<file path="src/rtl/vga_timing_pkg.sv">
// Shared constants and types for the VGA timing generator.
package vga_timing_pkg;

  // 640x480@60 with a 25 MHz pixel rate derived from a 50 MHz reference.
  localparam int DEF_CLK_DIV  = 2;
  localparam int DEF_H_SYNC   = 96;
  localparam int DEF_H_BACK   = 48;
  localparam int DEF_H_ACTIVE = 640;
  localparam int DEF_H_FRONT  = 16;
  localparam int DEF_V_SYNC   = 2;
  localparam int DEF_V_BACK   = 33;
  localparam int DEF_V_ACTIVE = 480;
  localparam int DEF_V_FRONT  = 10;

  localparam bit POL_ACTIVE_LOW  = 1'b0;
  localparam bit POL_ACTIVE_HIGH = 1'b1;

  // Line/frame length from its four segments.
  function automatic int seg_total(int s, int b, int a, int f);
    return s + b + a + f;
  endfunction

  localparam int DEF_H_TOTAL = seg_total(DEF_H_SYNC, DEF_H_BACK, DEF_H_ACTIVE, DEF_H_FRONT);
  localparam int DEF_V_TOTAL = seg_total(DEF_V_SYNC, DEF_V_BACK, DEF_V_ACTIVE, DEF_V_FRONT);

  // Raw per-pixel flags carried down the display-alignment pipeline.
  typedef struct packed {
    logic hs;   // inside horizontal sync window
    logic vs;   // inside vertical sync window
    logic act;  // inside active picture
  } sync_flags_t;

endpackage

</file>
<file path="src/rtl/vga_delay_line.sv">
// Tick-enabled shift register; DEPTH=0 is a plain wire.
module vga_delay_line #(
  parameter int WIDTH = 1,
  parameter int DEPTH = 1
) (
  input  logic             clk_i,
  input  logic             rst_i,
  input  logic             en_i,
  input  logic [WIDTH-1:0] d_i,
  output logic [WIDTH-1:0] q_o
);

  if (DEPTH == 0) begin : g_pass
    logic unused_ctl;
    assign unused_ctl = ^{clk_i, rst_i, en_i};
    assign q_o = d_i;
  end else begin : g_pipe
    logic [DEPTH-1:0][WIDTH-1:0] stage_q;

    // Shift one stage per enable; cleared by reset.
    always_ff @(posedge clk_i) begin
      if (rst_i) begin
        stage_q <= '0;
      end else if (en_i) begin
        stage_q[0] <= d_i;
        for (int i = 1; i < DEPTH; i++) stage_q[i] <= stage_q[i-1];
      end
    end

    assign q_o = stage_q[DEPTH-1];
  end

endmodule

</file>
<file path="src/rtl/vga_timing_generator.sv">
// VGA timing: pixel-tick divider, h/v counters, fetch-ahead address,
// LATENCY-aligned syncs/video_on and blanked colour register.
module vga_timing_generator
  import vga_timing_pkg::*;
#(
  parameter int CLK_DIV  = DEF_CLK_DIV,
  parameter int H_SYNC   = DEF_H_SYNC,
  parameter int H_BACK   = DEF_H_BACK,
  parameter int H_ACTIVE = DEF_H_ACTIVE,
  parameter int H_FRONT  = DEF_H_FRONT,
  parameter int V_SYNC   = DEF_V_SYNC,
  parameter int V_BACK   = DEF_V_BACK,
  parameter int V_ACTIVE = DEF_V_ACTIVE,
  parameter int V_FRONT  = DEF_V_FRONT,
  parameter bit HS_POL   = POL_ACTIVE_LOW,
  parameter bit VS_POL   = POL_ACTIVE_LOW,
  parameter int COLOR_W  = 3,
  parameter int LATENCY  = 1,
  parameter int COL_W    = 10,
  parameter int ROW_W    = 9
) (
  input  logic               clock_ref,
  input  logic               reset,
  input  logic [COLOR_W-1:0] iRGB,
  output logic               h_sync,
  output logic               v_sync,
  output logic [COL_W-1:0]   column,
  output logic [ROW_W-1:0]   row,
  output logic               fetch,
  output logic               video_on,
  output logic [COLOR_W-1:0] oRGB,
  output logic               frame_start,
  output logic               line_start
);

  localparam int H_TOTAL = seg_total(H_SYNC, H_BACK, H_ACTIVE, H_FRONT);
  localparam int V_TOTAL = seg_total(V_SYNC, V_BACK, V_ACTIVE, V_FRONT);
  localparam int H_ACT_S = H_SYNC + H_BACK;
  localparam int H_ACT_E = H_ACT_S + H_ACTIVE;
  localparam int V_ACT_S = V_SYNC + V_BACK;
  localparam int V_ACT_E = V_ACT_S + V_ACTIVE;
  localparam int HC_W    = $clog2(H_TOTAL + 1);
  localparam int VC_W    = $clog2(V_TOTAL + 1);
  localparam int DIV_W   = $clog2(CLK_DIV + 1);

  logic             run_q;
  logic [DIV_W-1:0] div_q, div_d;
  logic [HC_W-1:0]  h_q, h_d;
  logic [VC_W-1:0]  v_q, v_d;
  logic             tick, tick_d;

  // run_q holds the divider for the first cycle after reset, so the
  // first tick lands on the CLK_DIV-th cycle after release.
  always_comb begin
    tick   = run_q && (div_q == DIV_W'(CLK_DIV - 1));
    div_d  = div_q;
    h_d    = h_q;
    v_d    = v_q;
    if (run_q) div_d = tick ? '0 : div_q + 1'b1;
    if (tick) begin
      if (h_q == HC_W'(H_TOTAL - 1)) begin
        h_d = '0;
        v_d = (v_q == VC_W'(V_TOTAL - 1)) ? '0 : v_q + 1'b1;
      end else begin
        h_d = h_q + 1'b1;
      end
    end
    tick_d = (div_d == DIV_W'(CLK_DIV - 1));
  end

  // Divider and raster counters.
  always_ff @(posedge clock_ref) begin
    if (reset) begin
      run_q <= 1'b0;
      div_q <= '0;
      h_q   <= '0;
      v_q   <= '0;
    end else begin
      run_q <= 1'b1;
      div_q <= div_d;
      h_q   <= h_d;
      v_q   <= v_d;
    end
  end

  // Raw region decode of the position being issued this tick.
  logic        h_act, v_act, active;
  logic [COL_W-1:0] col_raw;
  logic [ROW_W-1:0] row_raw;
  sync_flags_t raw_flags, dly_flags;

  assign h_act   = (h_q >= HC_W'(H_ACT_S)) && (h_q < HC_W'(H_ACT_E));
  assign v_act   = (v_q >= VC_W'(V_ACT_S)) && (v_q < VC_W'(V_ACT_E));
  assign active  = h_act && v_act;
  assign col_raw = COL_W'(h_q - HC_W'(H_ACT_S));
  assign row_raw = ROW_W'(v_q - VC_W'(V_ACT_S));

  assign raw_flags.hs  = (h_q < HC_W'(H_SYNC));
  assign raw_flags.vs  = (v_q < VC_W'(V_SYNC));
  assign raw_flags.act = active;

  vga_delay_line #(
    .WIDTH ($bits(sync_flags_t)),
    .DEPTH (LATENCY)
  ) u_dly (
    .clk_i (clock_ref),
    .rst_i (reset),
    .en_i  (tick),
    .d_i   (raw_flags),
    .q_o   (dly_flags)
  );

  logic               h_sync_q, v_sync_q, fetch_q, video_on_q, fs_q, ls_q;
  logic [COL_W-1:0]   column_q;
  logic [ROW_W-1:0]   row_q;
  logic [COLOR_W-1:0] rgb_q;

  // Output registers: tick-updated video outputs, strobes pre-decoded from
  // next state so they are high exactly during the tick cycle.
  always_ff @(posedge clock_ref) begin
    if (reset) begin
      h_sync_q   <= !HS_POL;
      v_sync_q   <= !VS_POL;
      fetch_q    <= 1'b0;
      video_on_q <= 1'b0;
      column_q   <= '0;
      row_q      <= '0;
      rgb_q      <= '0;
      fs_q       <= 1'b0;
      ls_q       <= 1'b0;
    end else begin
      fs_q <= tick_d && (h_d == '0) && (v_d == '0);
      ls_q <= tick_d && (h_d == '0);
      if (tick) begin
        fetch_q    <= active;
        column_q   <= active ? col_raw : '0;
        row_q      <= active ? row_raw : '0;
        h_sync_q   <= dly_flags.hs ? HS_POL : !HS_POL;
        v_sync_q   <= dly_flags.vs ? VS_POL : !VS_POL;
        video_on_q <= dly_flags.act;
        rgb_q      <= dly_flags.act ? iRGB : '0;
      end
    end
  end

  assign h_sync      = h_sync_q;
  assign v_sync      = v_sync_q;
  assign fetch       = fetch_q;
  assign video_on    = video_on_q;
  assign column      = column_q;
  assign row         = row_q;
  assign oRGB        = rgb_q;
  assign frame_start = fs_q;
  assign line_start  = ls_q;

endmodule

</file>
<file path="config.mk">
export PLATFORM = sky130hd
export DESIGN_NAME = vga_timing_generator
export DESIGN_NICKNAME = d
export VERILOG_FILES = /design/src/rtl/vga_timing_pkg.sv /design/src/rtl/vga_delay_line.sv /design/src/rtl/vga_timing_generator.sv
export SDC_FILE = /design/constraint.sdc
export NUM_CORES = 1
export LEC_CHECK = 0
export CORE_MARGIN = 1.5
export CORE_UTILIZATION = 45
export DETAILED_ROUTE_END_ITERATION = 7
export PLACE_DENSITY_LB_ADDON = 0.12
export SLEW_MARGIN = 20
export SYNTH_ARGS = -nofsm -noshare
export SYNTH_HDL_FRONTEND = slang
export SYNTH_HIERARCHICAL = 1
export SYNTH_SLANG_ARGS = --single-unit
</file>
<file path="constraint.sdc">
create_clock -name clock_ref -period 2.2 [get_ports clock_ref]
set_clock_uncertainty 0.1 [all_clocks]
set_input_delay 0.22 -clock clock_ref [delete_from_list [all_inputs] [get_ports clock_ref]]
set_output_delay 0.22 -clock clock_ref [all_outputs]
set_load 0.005 [all_outputs]
</file>
==> key figures <==
Setup path
  • R2R cell count: 9
  • CP delay by family, top: simple AND/OR/NAND/NOR gates
  • Critical Path Max Stage Delay: 550 ps
  • Worst path required time: 2350 ps
  • Critical Path AT: 2430 ps
  • Slowest CP cell: or4_4
  • Worst-path fanout max: 14
  • Levels on crit path: 9
  • Worst-path cell chain: inv_2 > ha_4 > inv_4 > or4_4 > buf_12 > nor4_4 > o32ai_2 > a211oi_2 > and4_1
  • CP endpoint kind: flop
  • Crit path kind: flop to flop
  • Startpoint Class: flop
  • Buffers & Inverters on Critical Path: 3

Synthesis
  • Synth Instances: around 310
  • Netlist cell types: 66
  • Sequential-to-total area share from yosys stat: 0.394
  • Netlist Area Pre-Place: 0.00275 mm^2
  • Ranking of synthesized cells by area: dfxtp_1 39%, a22o_1 5.7%, xor2_1 3.8%, nand2_1 3.7%, a21oi_1 3.5%
  • Mean post-synth cell area: 8.83 um^2
  • Synth async-reset ratio: 0
  • #FFs+latches synth: 54
  • Area leader, netlist: dfxtp_1
  • Yosys top cell area share: 0.394
  • Post-synth EDFFs: 0
  • Ys Warns: 6
  • Top_reg_cell synth: dfxtp_1
  • Syn nets: 323

Hold path
  • Hold WC Path Type: flop to flop
  • Hold Path Depth: 2

Power
  • Cell area power density: 525 mW/mm^2
  • VDD IR max: approximately 0.35 mV
  • Power, Total: 1960 uW
  • Leakage: between 0.001 and 0.0015 uW

Global routing
  • Pin count of the biggest net entering global routing: 20
  • First-pass GRT wire length: around 11 mm
  • Vias in the first global route: 2276
  • Total GRT Usage: 0.214
  • Overflow after GRT: 0
  • Initial antenna violation count: 0

Final layout
  • Area grow syn2layout: 36.2%
  • Multi-input gate area: 0.00159 mm^2
  • Commonest non-fill, non-tap cell in the layout: buf_4
  • Share of layout cells above drive strength 1: 0.257
  • Nets: roughly 390
  • Most frequent cells in the layout: 55 x buf_4, 49 x dfxtp_1, 32 x clkdlybuf4s50_1
  • Finished Core Util: 0.632
  • Register area: 0.00109 mm^2
  • N_diodes: 0
  • # fillers: 535

Outcome
  • Status: finished, violations left
  • Failing checks: negative setup slack

Die
  • Ports: 33
  • # rows: 28
  • Die area: ~0.0066 mm^2
  • Core ar.: 0.00592 mm^2
  • Starting density of the core: 0.464
  • Die extent in y: 81.1 um
  • Die Wd: roughly 80 um

Route
  • Drc violations: 0
  • ANT nets after route: 0
  • Via density: between 5 and 6
  • Pre-Repair DR Iteration Count: 4
  • Routed wire length: 6.73 mm
  • DRT iter0 DRCs: 127
  • Routed len/inst: 14.8 um
  • Vias: about 2.5k

Timing
  • Final min period: 2280 ps
  • PnR worst setup slack: -78.8 ps
  • Fmax: approximately 440 MHz
  • Final Max Tran Viols: 0
  • Final setup vio count: 1
  • Slew HR: 0.480
  • Period utilization: 1.04
  • Final-report hold violation count: 0
  • Slew of the pin with the lowest slew margin: 780 ps
  • RSZ-0062 raised after global routing: yes

Clocking
  • CTS max path bufs: 2
  • Sink Count: 54
  • Clock slew at reported path FFs: 100 ps
  • CTS tree: built
  • Root Buffer: clkbuf_8
  • # hold bufs at CTS: 0
  • CTS H-tree depth: 2
  • Clk_lat worst skew: 300 ps
  • Inserted Clock Buffers: 5

Flow run
  • Max_cap viols: 0

Placed design
  • I/O Buffers: 32
  • Post-DP HPWL: 4.83 mm
  • Gpl congestion: 0.927
-- tightest hold or removal path, stage by stage, from the launching register on --
cell	delay (ps)
dfxtp_1	320
nand2_1	50
a21oi_1	50
-- report_power, final --
group | internal (uW) | total, uW | switching (uW)
registers | 993 | 1010 | 13.2
logic | 75.3 | 151 | 75.6
clock network | 485 | 806 | 321
total | 1550 | 1960 | 410
-- kinds of logic after synthesis --
logic type,share of synthesized area
compound gates,0.219
xor+xnor,0.0574
fa+ha+maj,0.0319
buf+inv,0.0665
flops,0.394
mux,0.0182
simple gates,0.213
-- state kept, by name (all words and copies together) (netlist names) --
name and cells:
v_sync 1, v_q 10, h_q 10, video_on 1
run_q 1, frame_start 1, column 10, line_start 1
div_q 2, u_dly/q_o 3, fetch 1, row 9
h_sync 1, oRGB 3
-- per-layer routing --
metal	track usage	up-vias	part of all wire
met5	0	-	0
met1	0.307	1149	0.49
met4	0.0466	0	0.0079
met3	0.0438	6	0.053
li1	-	1260	-
met2	0.330	89	0.44
-- final cells by class --
class	instances	share of cell area
Timing Repair Buffer	89	0.207
Clock buffer	6	0.0221
Inverter	12	0.0127
Multi-Input combinational cell	218	0.425
Sequential cell	54	0.292
Clock inverter	2	0.0161
Tap cell	75	0.0251
-- Yosys cell counts, drive strengths merged, types with 3 or more instances --
| cell | number |
|---|---|
| nand3 | 14 |
| a21oi | 19 |
| ha | 7 |
| or3 | 4 |
| nor2 | 23 |
| nor4 | 6 |
| nor3 | 8 |
| o211ai | 4 |
| a22o | 18 |
| buf | 11 |
| mux2i | 5 |
| and2 | 3 |
| o41ai | 3 |
| xnor2 | 6 |
| a31oi | 3 |
| clkbuf | 16 |
| and3 | 3 |
| a211oi | 3 |
| xor2 | 12 |
| dfxtp | 54 |
| o21ai | 7 |
| o21a | 3 |
| or4 | 3 |
| inv | 11 |
| nand3b | 3 |
| nand2 | 27 |
-- path summary, 6_finish.rpt --
check,start,endpoint,slack [ps]
worst min-delay path,oRGB[2]$_SDFFE_PP0N_,oRGB[2]$_SDFFE_PP0N_,360
worst min register to register,oRGB[2]$_SDFFE_PP0N_,oRGB[2]$_SDFFE_PP0N_,360
worst max-delay path,h_q[5]$_SDFF_PP0_,frame_start$_SDFF_PP0_,-80
worst max register to register,h_q[5]$_SDFF_PP0_,frame_start$_SDFF_PP0_,-80
-- timing repair --
item	in CTS	in global routing
resized for setup	10	14
setup endpoints to repair	21	23
pin swaps	3	5
setup buffers	2	3
-- metrics by stage --
step                      hold slack [ps]  setup WS [ps]  TNS, ps  cell area (um^2)  std cells
after floorplan                       192           2.12        0              2790        311
after global placement                343           -123     -579              3440        443
after detailed placement              350           -109    -1890              3440        443
after CTS                             369          -64.6    -64.6              3650        453
after global routing                  387           -171     -277              3740        456
final                                 364          -78.8    -78.8              3740        456
(Power assumes the default switching activity.)
